File: src/rtl/card_mem_arbiter_pkg.sv
`default_nettype none
// ============================================================================
// Module      : card_mem_arbiter_pkg
// Description : Shared widths, card state encodings and arbiter grant codes
//               for the card memory arbiter and its clients.
// Revision    : 1.0 - initial release
// ============================================================================
package card_mem_arbiter_pkg;

  // Card record field widths
  localparam int CARD_ADDRESS_SIZE = 5;
  localparam int CARD_STATE_SIZE   = 2;
  localparam int CARD_COLOR_SIZE   = 12;

  // Card state encodings stored in the state field
  typedef enum logic [1:0] {
    CARD_EMPTY       = 2'b00,
    CARD_COVERED     = 2'b01,
    CARD_DEACTIVATED = 2'b10,
    CARD_DISCOVERED  = 2'b11
  } card_state_e;

  // Which client owns the memory port in a given cycle
  typedef enum logic [1:0] {
    GNT_NONE = 2'd0,
    GNT_FIFO = 2'd1,
    GNT_INIT = 2'd2,
    GNT_SCAN = 2'd3
  } grant_e;

  // Bits needed to hold a counter that ranges 0..max (never below 1)
  function automatic int ctr_width(input int max_val);
    int w;
    w = $clog2(max_val + 1);
    return (w < 1) ? 1 : w;
  endfunction

endpackage : card_mem_arbiter_pkg
`default_nettype wire

File: src/rtl/card_mem_arbiter_if.sv
`default_nettype none
// ============================================================================
// Module      : card_mem_arbiter_if
// Description : Bundle of client handshakes and the card RAM port seen by
//               the card memory arbiter. The slave modport is the arbiter
//               view; the master modport is the clients-plus-RAM view.
// Revision    : 1.0 - initial release
// ============================================================================
interface card_mem_arbiter_if #(
  parameter int ADDR_W  = 5,
  parameter int STATE_W = 2,
  parameter int COLOR_W = 12
) ();

  // Game FSM write path
  logic               fsm_wr_en;
  logic [ADDR_W-1:0]  fsm_wr_addr;
  logic [STATE_W-1:0] fsm_wr_state;
  logic               fsm_wr_pending;
  logic               fsm_overflow;

  // Colour initialiser
  logic               init_req;
  logic [ADDR_W-1:0]  init_addr;
  logic [STATE_W-1:0] init_state;
  logic [COLOR_W-1:0] init_color;
  logic               init_gnt;

  // Display scanner
  logic               scan_req;
  logic [ADDR_W-1:0]  scan_addr;
  logic               scan_gnt;
  logic               scan_rvalid;
  logic [STATE_W-1:0] scan_rstate;
  logic [COLOR_W-1:0] scan_rcolor;

  // Card RAM port
  logic               mem_en;
  logic               mem_we_state;
  logic               mem_we_color;
  logic [ADDR_W-1:0]  mem_addr;
  logic [STATE_W-1:0] mem_wstate;
  logic [COLOR_W-1:0] mem_wcolor;
  logic [STATE_W-1:0] mem_rstate;
  logic [COLOR_W-1:0] mem_rcolor;

  modport slave (
    input  fsm_wr_en, fsm_wr_addr, fsm_wr_state,
    output fsm_wr_pending, fsm_overflow,
    input  init_req, init_addr, init_state, init_color,
    output init_gnt,
    input  scan_req, scan_addr,
    output scan_gnt, scan_rvalid, scan_rstate, scan_rcolor,
    output mem_en, mem_we_state, mem_we_color, mem_addr, mem_wstate, mem_wcolor,
    input  mem_rstate, mem_rcolor
  );

  modport master (
    output fsm_wr_en, fsm_wr_addr, fsm_wr_state,
    input  fsm_wr_pending, fsm_overflow,
    output init_req, init_addr, init_state, init_color,
    input  init_gnt,
    output scan_req, scan_addr,
    input  scan_gnt, scan_rvalid, scan_rstate, scan_rcolor,
    input  mem_en, mem_we_state, mem_we_color, mem_addr, mem_wstate, mem_wcolor,
    output mem_rstate, mem_rcolor
  );

endinterface : card_mem_arbiter_if
`default_nettype wire

File: src/rtl/card_wr_fifo.sv
`default_nettype none
// ============================================================================
// Module      : card_wr_fifo
// Description : Small synchronous FIFO with full/empty flags. A push while
//               full is accepted only when a pop happens in the same cycle;
//               otherwise it is ignored (the caller flags the overflow).
// Revision    : 1.0 - initial release
// ============================================================================
module card_wr_fifo #(
  parameter int WIDTH = 7,
  parameter int DEPTH = 4
) (
  input  logic             clk,
  input  logic             rst,
  input  logic             push,
  input  logic             pop,
  input  logic [WIDTH-1:0] wdata,
  output logic [WIDTH-1:0] rdata,
  output logic             full,
  output logic             empty
);

  localparam int PTR_W = (DEPTH > 1) ? $clog2(DEPTH) : 1;
  localparam int CNT_W = $clog2(DEPTH + 1);

  logic [WIDTH-1:0] store_q [DEPTH];
  logic [PTR_W-1:0] wr_ptr_q, wr_ptr_d;
  logic [PTR_W-1:0] rd_ptr_q, rd_ptr_d;
  logic [CNT_W-1:0] count_q, count_d;
  logic             do_push;
  logic             do_pop;

  // Wrap explicitly so non-power-of-two or single-entry depths still work
  function automatic logic [PTR_W-1:0] ptr_next(input logic [PTR_W-1:0] p);
    return (p == PTR_W'(DEPTH - 1)) ? '0 : p + 1'b1;
  endfunction

  assign empty = (count_q == '0);
  assign full  = (count_q == CNT_W'(DEPTH));
  assign rdata = store_q[rd_ptr_q];

  // Accept/advance decisions; a full FIFO frees a slot when popped this cycle
  always_comb begin
    do_pop   = pop && !empty;
    do_push  = push && (!full || do_pop);
    wr_ptr_d = do_push ? ptr_next(wr_ptr_q) : wr_ptr_q;
    rd_ptr_d = do_pop  ? ptr_next(rd_ptr_q) : rd_ptr_q;
    count_d  = count_q;
    case ({do_push, do_pop})
      2'b10:   count_d = count_q + 1'b1;
      2'b01:   count_d = count_q - 1'b1;
      default: count_d = count_q;
    endcase
  end

  // Pointer and occupancy registers
  always_ff @(posedge clk or posedge rst) begin
    if (rst) begin
      wr_ptr_q <= '0;
      rd_ptr_q <= '0;
      count_q  <= '0;
    end else begin
      wr_ptr_q <= wr_ptr_d;
      rd_ptr_q <= rd_ptr_d;
      count_q  <= count_d;
    end
  end

  // Entry storage; contents are don't-care until written, so no reset
  always_ff @(posedge clk) begin
    if (do_push) begin
      store_q[wr_ptr_q] <= wdata;
    end
  end

endmodule : card_wr_fifo
`default_nettype wire

File: src/rtl/card_mem_arbiter.sv
`default_nettype none
// ============================================================================
// Module      : card_mem_arbiter
// Description : Shares the single-port card RAM between the game FSM (via a
//               write FIFO), the colour initialiser and the display scanner.
//               Fixed priority FIFO > init > scan, with a starvation guard
//               that hands the port to the scanner after STARVE_MAX
//               consecutive losses. Accesses are registered onto the RAM port
//               the cycle after the grant; read data returns two cycles after
//               the scanner grant.
// Revision    : 1.0 - initial release
// ============================================================================
module card_mem_arbiter
  import card_mem_arbiter_pkg::*;
#(
  parameter int ADDR_W     = CARD_ADDRESS_SIZE,
  parameter int STATE_W    = CARD_STATE_SIZE,
  parameter int COLOR_W    = CARD_COLOR_SIZE,
  parameter int FIFO_DEPTH = 4,
  parameter int STARVE_MAX = 3
) (
  input logic             clk,
  input logic             rst,
  card_mem_arbiter_if.slave bus
);

  localparam int ENTRY_W  = ADDR_W + STATE_W;
  localparam int STARVE_W = ctr_width(STARVE_MAX);

  grant_e             win;
  logic               fifo_full;
  logic               fifo_empty;
  logic               fifo_pop;
  logic [ENTRY_W-1:0] fifo_head;
  logic [ADDR_W-1:0]  head_addr;
  logic [STATE_W-1:0] head_state;

  logic [STARVE_W-1:0] starve_q, starve_d;
  logic                mem_en_q, mem_en_d;
  logic                we_state_q, we_state_d;
  logic                we_color_q, we_color_d;
  logic [ADDR_W-1:0]   addr_q, addr_d;
  logic [STATE_W-1:0]  wstate_q, wstate_d;
  logic [COLOR_W-1:0]  wcolor_q, wcolor_d;
  logic                rd_issue_q, rd_issue_d;
  logic                rvalid_q, rvalid_d;
  logic [STATE_W-1:0]  rstate_q, rstate_d;
  logic [COLOR_W-1:0]  rcolor_q, rcolor_d;
  logic                overflow_q, overflow_d;
  logic                pending_q, pending_d;

  card_wr_fifo #(
    .WIDTH (ENTRY_W),
    .DEPTH (FIFO_DEPTH)
  ) u_fifo (
    .clk   (clk),
    .rst   (rst),
    .push  (bus.fsm_wr_en),
    .pop   (fifo_pop),
    .wdata ({bus.fsm_wr_addr, bus.fsm_wr_state}),
    .rdata (fifo_head),
    .full  (fifo_full),
    .empty (fifo_empty)
  );

  assign {head_addr, head_state} = fifo_head;
  assign fifo_pop = (win == GNT_FIFO);

  // Pick the single winner for this cycle; nothing is granted while in reset
  always_comb begin
    win = GNT_NONE;
    if (!rst) begin
      if (bus.scan_req && (starve_q == STARVE_W'(STARVE_MAX))) begin
        win = GNT_SCAN;
      end else if (!fifo_empty) begin
        win = GNT_FIFO;
      end else if (bus.init_req) begin
        win = GNT_INIT;
      end else if (bus.scan_req) begin
        win = GNT_SCAN;
      end
    end
  end

  assign bus.init_gnt = (win == GNT_INIT);
  assign bus.scan_gnt = (win == GNT_SCAN);

  // Count consecutive cycles the waiting scanner lost the port
  always_comb begin
    starve_d = starve_q;
    if (!bus.scan_req || (win == GNT_SCAN)) begin
      starve_d = '0;
    end else if ((win == GNT_FIFO) || (win == GNT_INIT)) begin
      starve_d = starve_q + 1'b1;
    end
  end

  // Build next cycle's RAM port access from the winner
  always_comb begin
    mem_en_d   = 1'b0;
    we_state_d = 1'b0;
    we_color_d = 1'b0;
    addr_d     = '0;
    wstate_d   = '0;
    wcolor_d   = '0;
    case (win)
      GNT_FIFO: begin
        mem_en_d   = 1'b1;
        we_state_d = 1'b1;
        addr_d     = head_addr;
        wstate_d   = head_state;
      end
      GNT_INIT: begin
        mem_en_d   = 1'b1;
        we_state_d = 1'b1;
        we_color_d = 1'b1;
        addr_d     = bus.init_addr;
        wstate_d   = bus.init_state;
        wcolor_d   = bus.init_color;
      end
      GNT_SCAN: begin
        mem_en_d   = 1'b1;
        addr_d     = bus.scan_addr;
      end
      default: ;
    endcase
  end

  // Read-return pipe, held read data, sticky overflow and pending flag
  always_comb begin
    rd_issue_d = (win == GNT_SCAN);
    rvalid_d   = rd_issue_q;
    rstate_d   = rvalid_q ? bus.mem_rstate : rstate_q;
    rcolor_d   = rvalid_q ? bus.mem_rcolor : rcolor_q;
    overflow_d = overflow_q || (bus.fsm_wr_en && fifo_full && !fifo_pop);
    pending_d  = !fifo_empty;
  end

  // All arbiter state; reset discards any in-flight access or read
  always_ff @(posedge clk or posedge rst) begin
    if (rst) begin
      starve_q   <= '0;
      mem_en_q   <= 1'b0;
      we_state_q <= 1'b0;
      we_color_q <= 1'b0;
      addr_q     <= '0;
      wstate_q   <= '0;
      wcolor_q   <= '0;
      rd_issue_q <= 1'b0;
      rvalid_q   <= 1'b0;
      rstate_q   <= '0;
      rcolor_q   <= '0;
      overflow_q <= 1'b0;
      pending_q  <= 1'b0;
    end else begin
      starve_q   <= starve_d;
      mem_en_q   <= mem_en_d;
      we_state_q <= we_state_d;
      we_color_q <= we_color_d;
      addr_q     <= addr_d;
      wstate_q   <= wstate_d;
      wcolor_q   <= wcolor_d;
      rd_issue_q <= rd_issue_d;
      rvalid_q   <= rvalid_d;
      rstate_q   <= rstate_d;
      rcolor_q   <= rcolor_d;
      overflow_q <= overflow_d;
      pending_q  <= pending_d;
    end
  end

  assign bus.mem_en         = mem_en_q;
  assign bus.mem_we_state   = we_state_q;
  assign bus.mem_we_color   = we_color_q;
  assign bus.mem_addr       = addr_q;
  assign bus.mem_wstate     = wstate_q;
  assign bus.mem_wcolor     = wcolor_q;
  assign bus.scan_rvalid    = rvalid_q;
  // Read data is visible in the valid cycle itself, then held
  assign bus.scan_rstate    = rvalid_q ? bus.mem_rstate : rstate_q;
  assign bus.scan_rcolor    = rvalid_q ? bus.mem_rcolor : rcolor_q;
  assign bus.fsm_overflow   = overflow_q;
  assign bus.fsm_wr_pending = pending_q;

endmodule : card_mem_arbiter
`default_nettype wire

File: src/flat_wrapper.sv
// flat-port wrapper written by rule: the top's interface ports become plain ports
module card_mem_arbiter_flat import card_mem_arbiter_pkg::*;
#(
  parameter int ADDR_W     = CARD_ADDRESS_SIZE,
  parameter int STATE_W    = CARD_STATE_SIZE,
  parameter int COLOR_W    = CARD_COLOR_SIZE,
  parameter int FIFO_DEPTH = 4,
  parameter int STARVE_MAX = 3
)
  (clk, rst, bus_fsm_wr_en, bus_fsm_wr_addr, bus_fsm_wr_state, bus_fsm_wr_pending, bus_fsm_overflow, bus_init_req, bus_init_addr, bus_init_state, bus_init_color, bus_init_gnt, bus_scan_req, bus_scan_addr, bus_scan_gnt, bus_scan_rvalid, bus_scan_rstate, bus_scan_rcolor, bus_mem_en, bus_mem_we_state, bus_mem_we_color, bus_mem_addr, bus_mem_wstate, bus_mem_wcolor, bus_mem_rstate, bus_mem_rcolor);
  card_mem_arbiter_if #(.ADDR_W(ADDR_W), .STATE_W(STATE_W), .COLOR_W(COLOR_W)) bus_i ();
  input logic clk;
  input logic rst;
  input wire logic [$bits(bus_i.fsm_wr_en)-1:0] bus_fsm_wr_en;
  input wire logic [$bits(bus_i.fsm_wr_addr)-1:0] bus_fsm_wr_addr;
  input wire logic [$bits(bus_i.fsm_wr_state)-1:0] bus_fsm_wr_state;
  output wire logic [$bits(bus_i.fsm_wr_pending)-1:0] bus_fsm_wr_pending;
  output wire logic [$bits(bus_i.fsm_overflow)-1:0] bus_fsm_overflow;
  input wire logic [$bits(bus_i.init_req)-1:0] bus_init_req;
  input wire logic [$bits(bus_i.init_addr)-1:0] bus_init_addr;
  input wire logic [$bits(bus_i.init_state)-1:0] bus_init_state;
  input wire logic [$bits(bus_i.init_color)-1:0] bus_init_color;
  output wire logic [$bits(bus_i.init_gnt)-1:0] bus_init_gnt;
  input wire logic [$bits(bus_i.scan_req)-1:0] bus_scan_req;
  input wire logic [$bits(bus_i.scan_addr)-1:0] bus_scan_addr;
  output wire logic [$bits(bus_i.scan_gnt)-1:0] bus_scan_gnt;
  output wire logic [$bits(bus_i.scan_rvalid)-1:0] bus_scan_rvalid;
  output wire logic [$bits(bus_i.scan_rstate)-1:0] bus_scan_rstate;
  output wire logic [$bits(bus_i.scan_rcolor)-1:0] bus_scan_rcolor;
  output wire logic [$bits(bus_i.mem_en)-1:0] bus_mem_en;
  output wire logic [$bits(bus_i.mem_we_state)-1:0] bus_mem_we_state;
  output wire logic [$bits(bus_i.mem_we_color)-1:0] bus_mem_we_color;
  output wire logic [$bits(bus_i.mem_addr)-1:0] bus_mem_addr;
  output wire logic [$bits(bus_i.mem_wstate)-1:0] bus_mem_wstate;
  output wire logic [$bits(bus_i.mem_wcolor)-1:0] bus_mem_wcolor;
  input wire logic [$bits(bus_i.mem_rstate)-1:0] bus_mem_rstate;
  input wire logic [$bits(bus_i.mem_rcolor)-1:0] bus_mem_rcolor;
  assign bus_i.fsm_wr_en = bus_fsm_wr_en;
  assign bus_i.fsm_wr_addr = bus_fsm_wr_addr;
  assign bus_i.fsm_wr_state = bus_fsm_wr_state;
  assign bus_fsm_wr_pending = bus_i.fsm_wr_pending;
  assign bus_fsm_overflow = bus_i.fsm_overflow;
  assign bus_i.init_req = bus_init_req;
  assign bus_i.init_addr = bus_init_addr;
  assign bus_i.init_state = bus_init_state;
  assign bus_i.init_color = bus_init_color;
  assign bus_init_gnt = bus_i.init_gnt;
  assign bus_i.scan_req = bus_scan_req;
  assign bus_i.scan_addr = bus_scan_addr;
  assign bus_scan_gnt = bus_i.scan_gnt;
  assign bus_scan_rvalid = bus_i.scan_rvalid;
  assign bus_scan_rstate = bus_i.scan_rstate;
  assign bus_scan_rcolor = bus_i.scan_rcolor;
  assign bus_mem_en = bus_i.mem_en;
  assign bus_mem_we_state = bus_i.mem_we_state;
  assign bus_mem_we_color = bus_i.mem_we_color;
  assign bus_mem_addr = bus_i.mem_addr;
  assign bus_mem_wstate = bus_i.mem_wstate;
  assign bus_mem_wcolor = bus_i.mem_wcolor;
  assign bus_i.mem_rstate = bus_mem_rstate;
  assign bus_i.mem_rcolor = bus_mem_rcolor;
  card_mem_arbiter #(.ADDR_W(ADDR_W), .STATE_W(STATE_W), .COLOR_W(COLOR_W), .FIFO_DEPTH(FIFO_DEPTH), .STARVE_MAX(STARVE_MAX)) u_core (.clk(clk), .rst(rst), .bus(bus_i));
endmodule
File: config.mk
export PLATFORM = sky130hd
export DESIGN_NAME = card_mem_arbiter_flat
export DESIGN_NICKNAME = d
export VERILOG_FILES = /design/src/rtl/card_mem_arbiter_pkg.sv /design/src/rtl/card_mem_arbiter_if.sv /design/src/rtl/card_wr_fifo.sv /design/src/rtl/card_mem_arbiter.sv /design/src/flat_wrapper.sv
export SDC_FILE = /design/constraint.sdc
export NUM_CORES = 1
export LEC_CHECK = 0
export ABC_AREA = 1
export ABC_CLOCK_PERIOD_IN_PS = 4000
export BUFFER_PORTS_ARGS = -buffer_cell sky130_fd_sc_hd__buf_2
export CAP_MARGIN = 10
export CELL_PAD_IN_SITES_DETAIL_PLACEMENT = 1
export CELL_PAD_IN_SITES_GLOBAL_PLACEMENT = 2
export CORE_UTILIZATION = 32
export CTS_BUF_LIST = sky130_fd_sc_hd__clkbuf_8 sky130_fd_sc_hd__clkbuf_16
export DETAILED_ROUTE_END_ITERATION = 8
export PLACE_DENSITY = 0.78
export SLEW_MARGIN = 30
export SYNTH_ARGS = -nofsm -noshare
export SYNTH_HDL_FRONTEND = slang
export SYNTH_HIERARCHICAL = 1
export SYNTH_SLANG_ARGS = --single-unit
File: constraint.sdc
create_clock -name clk -period 4 [get_ports clk]
set_clock_uncertainty 0.2 [all_clocks]
set_input_delay 0.8 -clock clk [delete_from_list [all_inputs] [get_ports clk]]
set_output_delay 0.8 -clock clk [all_outputs]
set_load 0.02 [all_outputs]
==> insert_results.sql <==
INSERT INTO impl_metrics (metric_group, metric, value, unit) VALUES
('clocking', 'tritoncts_num_sinks', '77', ''),
('clocking', 'cts_hold_buf', '0', ''),
('synth', 'number_of_synthesized_register_bits', '77', ''),
('placement', 'port_buffers', '90', ''),
('global_route', 'grt_max_degree', '37', ''),
('power', 'power.static_leakage', '2.07', 'nW'),
('power', 'power_density', '664', 'nW/um^2'),
('clocking', 'post_cts_resize_count', '0', ''),
('worst_setup_path', 'critical_path.cell_chain', 'buf_2 > inv_2 > buf_4 > o21ai_0 > ha_1 > buf_2', ''),
('synth', 'yosysMostFrequentCell', 'nand2_1', ''),
('timing', 'max_freq', '305', 'MHz'),
('timing', 'slew_headroom', '0.399', ''),
('worst_setup_path', 'critPathMaxStageDelay', '0.44', 'ns'),
('layout', 'nNetsFinal', '468', ''),
('placement', 'area_post_placement', '3820', 'sq um'),
('drt', 'first_pass_iters', '4', ''),
('worst_setup_path', 'worstSetupPathType', 'input pin to output port', ''),
('clocking', 'tritoncts', 'built', ''),
('drt', 'antenna_violating_nets_post_route', '0', ''),
('drt', 'drt-wirelength-per-cell', '14.2', 'um'),
('worst_setup_path', 'setup.worst_path.end_class', 'output port', ''),
('drt', 'drt_wl_total', '7690', 'um'),
('global_route', 'global_route_wire_length_before_repair', '12200', 'um'),
('global_route', 'grt_pass1_vias', '2500', ''),
('synth', 'synthesis.area', '3260', 'sq um'),
('die', 'die_width', '103', 'um'),
('global_route', 'grt-ovfl-total', '0', ''),
('layout', 'layout.cells.non_filler', '543', ''),
('synth', 'yosys.area.top_type', 'dfrtp_1', ''),
('clocking', 'worstSkewPairLatency', '0.36', 'ns'),
('timing', 'rsz_0062_raised_after_global_routing', 'no', ''),
('timing', 'fin_crit_sh', '0.821', ''),
('worst_setup_path', 'critical_path_arrival', '2.28', 'ns'),
('layout', 'layout.cell_area.non_filler', '3990', 'sq um'),
('synth', 'synth.yosys.warnings', '6', ''),
('run', 'maxCapViolations', '0', ''),
('worst_hold_path', 'hp-class', 'input pin to asynchronous set/reset pin', ''),
('die', 'pin_count', '91', ''),
('worst_setup_path', 'r2r-end', 'u_core/u_fifo/count_q[2]$_DFFE_PP0P_', ''),
('placement', 'final_gp_congestion', '0.742', ''),
('synth', 'count_of_flip_flops_with_a_built_in_enable_after_synthesis', '28', ''),
('clocking', 'tritoncts_buffer_count', '9', ''),
('synth', 'cell_types_occupying_the_most_area_after_synthesis', 'dfrtp_1, edfxtp_1, nand2_1', ''),
('synth', 'synthDistinctLibCells', '27', ''),
('placement', 'place_hpwl', '5860', 'um'),
('run_status', 'outcome', 'finished, final reports clean', ''),
('global_route', 'number_of_antenna_violations_at_the_first_check_in_global_routing', '0', ''),
('die', 'core_area', '9820', 'sq um'),
('worst_setup_path', 'startpoint_type', 'input pin', ''),
('power', 'max-vdd-ir-drop', '0.000234', 'V'),
('synth', 'syn_avg_cell_area', '10.5', 'sq um'),
('timing', 'setup_total_negative_slack', '0', 'ns'),
('clocking', 'clock-root-buffer', 'clkbuf_8', ''),
('synth', 'synth_cells', '311', ''),
('synth', 'most_used_standard_cells_in_the_synthesized_netlist', 'nand2_1, inv_1, dfrtp_1, edfxtp_1, o21ai_0', ''),
('global_route', 'grt.total_usage', '0.158', ''),
('worst_setup_path', 'cp_data_required_time', '3.00', 'ns'),
('drt', 'iter_0_drt_violations', '64', ''),
('drt', 'via_count', '2401', ''),
('worst_setup_path', 'critical_path.slowest_cell', 'buf_4', ''),
('synth', 'asyncSetResetFlopFracSynth', '0.636', ''),
('worst_setup_path', 'timing.reg2reg.worst_path_depth', '14', ''),
('timing', 'fin_crit', '3.28', 'ns'),
('synth', 'top_cell_type_s_share_of_synthesized_area', '0.376', ''),
('timing', 'fin_hold_ws', '0.149', 'ns'),
('die', 'core.rowCount', '36', ''),
('drt', 'detail_route.drc_violations', '0', ''),
('worst_setup_path', 'worst-path-max-fanout', '36', ''),
('worst_setup_path', 'r2r_start', 'u_core/u_fifo/count_q[0]$_DFFE_PP0P_', ''),
('timing', 'tightest_slew', '0.901', 'ns'),
('worst_setup_path', 'timing.critical_path.mode_cell', 'buf_2', '');
## routing by layer
layer,vias to the layer above,part of all wire,global-route usage,wire [um]
met5,-,0,0,0
met4,0,0.011,0.0553,87
met3,7,0.057,0.0495,436
met2,73,0.48,0.272,3690
met1,1150,0.45,0.186,3480
li1,1171,-,-,-
## critical path, delay by kind of cell
| family | cells | cell delay, ns |
|---|---|---|
| compound gates | 1 | 0.27 |
| fa+ha+maj | 1 | 0.32 |
| buf+inv | 4 | 0.90 |
## per-stage QoR
step	setup slack [ns]	total power [mW]	util
floorplan	0.442	1.83	-
global placement	0.673	2.11	0.389
detailed placement	0.625	2.16	0.389
CTS	0.623	2.70	0.406
global route	0.483	2.86	0.406
finish	0.717	2.65	0.406
## power by group
part / internal, mW / switching (mW)
clock: 0.228 / 0.299
sequential: 1.04 / 0.120
combinational: 0.318 / 0.641
total: 1.59 / 1.06
## sequential cells by signal, summed over array words and instances, names as in the netlist
register / cells
u_core/rd_issue_q: 1
u_core/bus.mem_en: 1
u_core/starve_q: 2
u_core/bus.mem_wcolor: 12
u_core/u_fifo/wr_ptr_q: 2
u_core/bus.scan_rvalid: 1
u_core/bus.mem_addr: 5
u_core/u_fifo/store_q: 28
u_core/bus.mem_wstate: 2
u_core/rcolor_q: 12
u_core/bus.mem_we_state: 1
u_core/u_fifo/count_q: 3
u_core/bus.mem_we_color: 1
u_core/bus.fsm_wr_pending: 1
u_core/rstate_q: 2
u_core/u_fifo/rd_ptr_q: 2
u_core/bus.fsm_overflow: 1
## worst max-delay path by stage
stage | start | end | cells past startpoint
5_1_grt | rst | bus_init_gnt | 6
3_5_place_dp | rst | bus_init_gnt | 6
2_1_floorplan | rst | bus_scan_gnt | 4
3_3_place_gp | rst | bus_init_gnt | 6
6_report | rst | bus_init_gnt | 6
4_1_cts | rst | bus_init_gnt | 6
## area by class of cell
class                           instances  area (sq um)
Clock buffer                            9           124
Clock inverter                          7          48.8
Fill cell                            1168          5830
Inverter                               58           218
Multi-Input combinational cell        168           908
Sequential cell                        77          2070
Tap cell                              133           166
Timing Repair Buffer                   91           458
## cell families after synthesis
group	synth area share
AO/OA/AOI/OAI	0.0893
buffers and inverters	0.0885
XOR/XNOR	0.00537
adder cells (fa/ha/maj)	0.0521
flip-flops	0.633
AND/OR/NAND/NOR	0.131
## layout by cell type (no fill, tap or decap)
cell / n
o21ai_2: 7
xnor2_1: 1
clkinvlp_4: 2
o21ai_0: 27
clkbuf_8: 9
a21oi_1: 3
nand4_1: 2
nand2_2: 4
nor2_1: 24
nand3_2: 1
o21ai_1: 1
fa_1: 1
nor2_2: 1
inv_1: 57
o211ai_1: 1
buf_4: 1
inv_4: 2
edfxtp_1: 28
dfrtp_1: 49
nand3_1: 9
o22ai_1: 7
o21ai_4: 1
buf_2: 90
xor2_1: 1
ha_1: 12
o21bai_1: 1
inv_2: 2
inv_6: 2
nand2_1: 64
(Power assumes the default switching activity.)
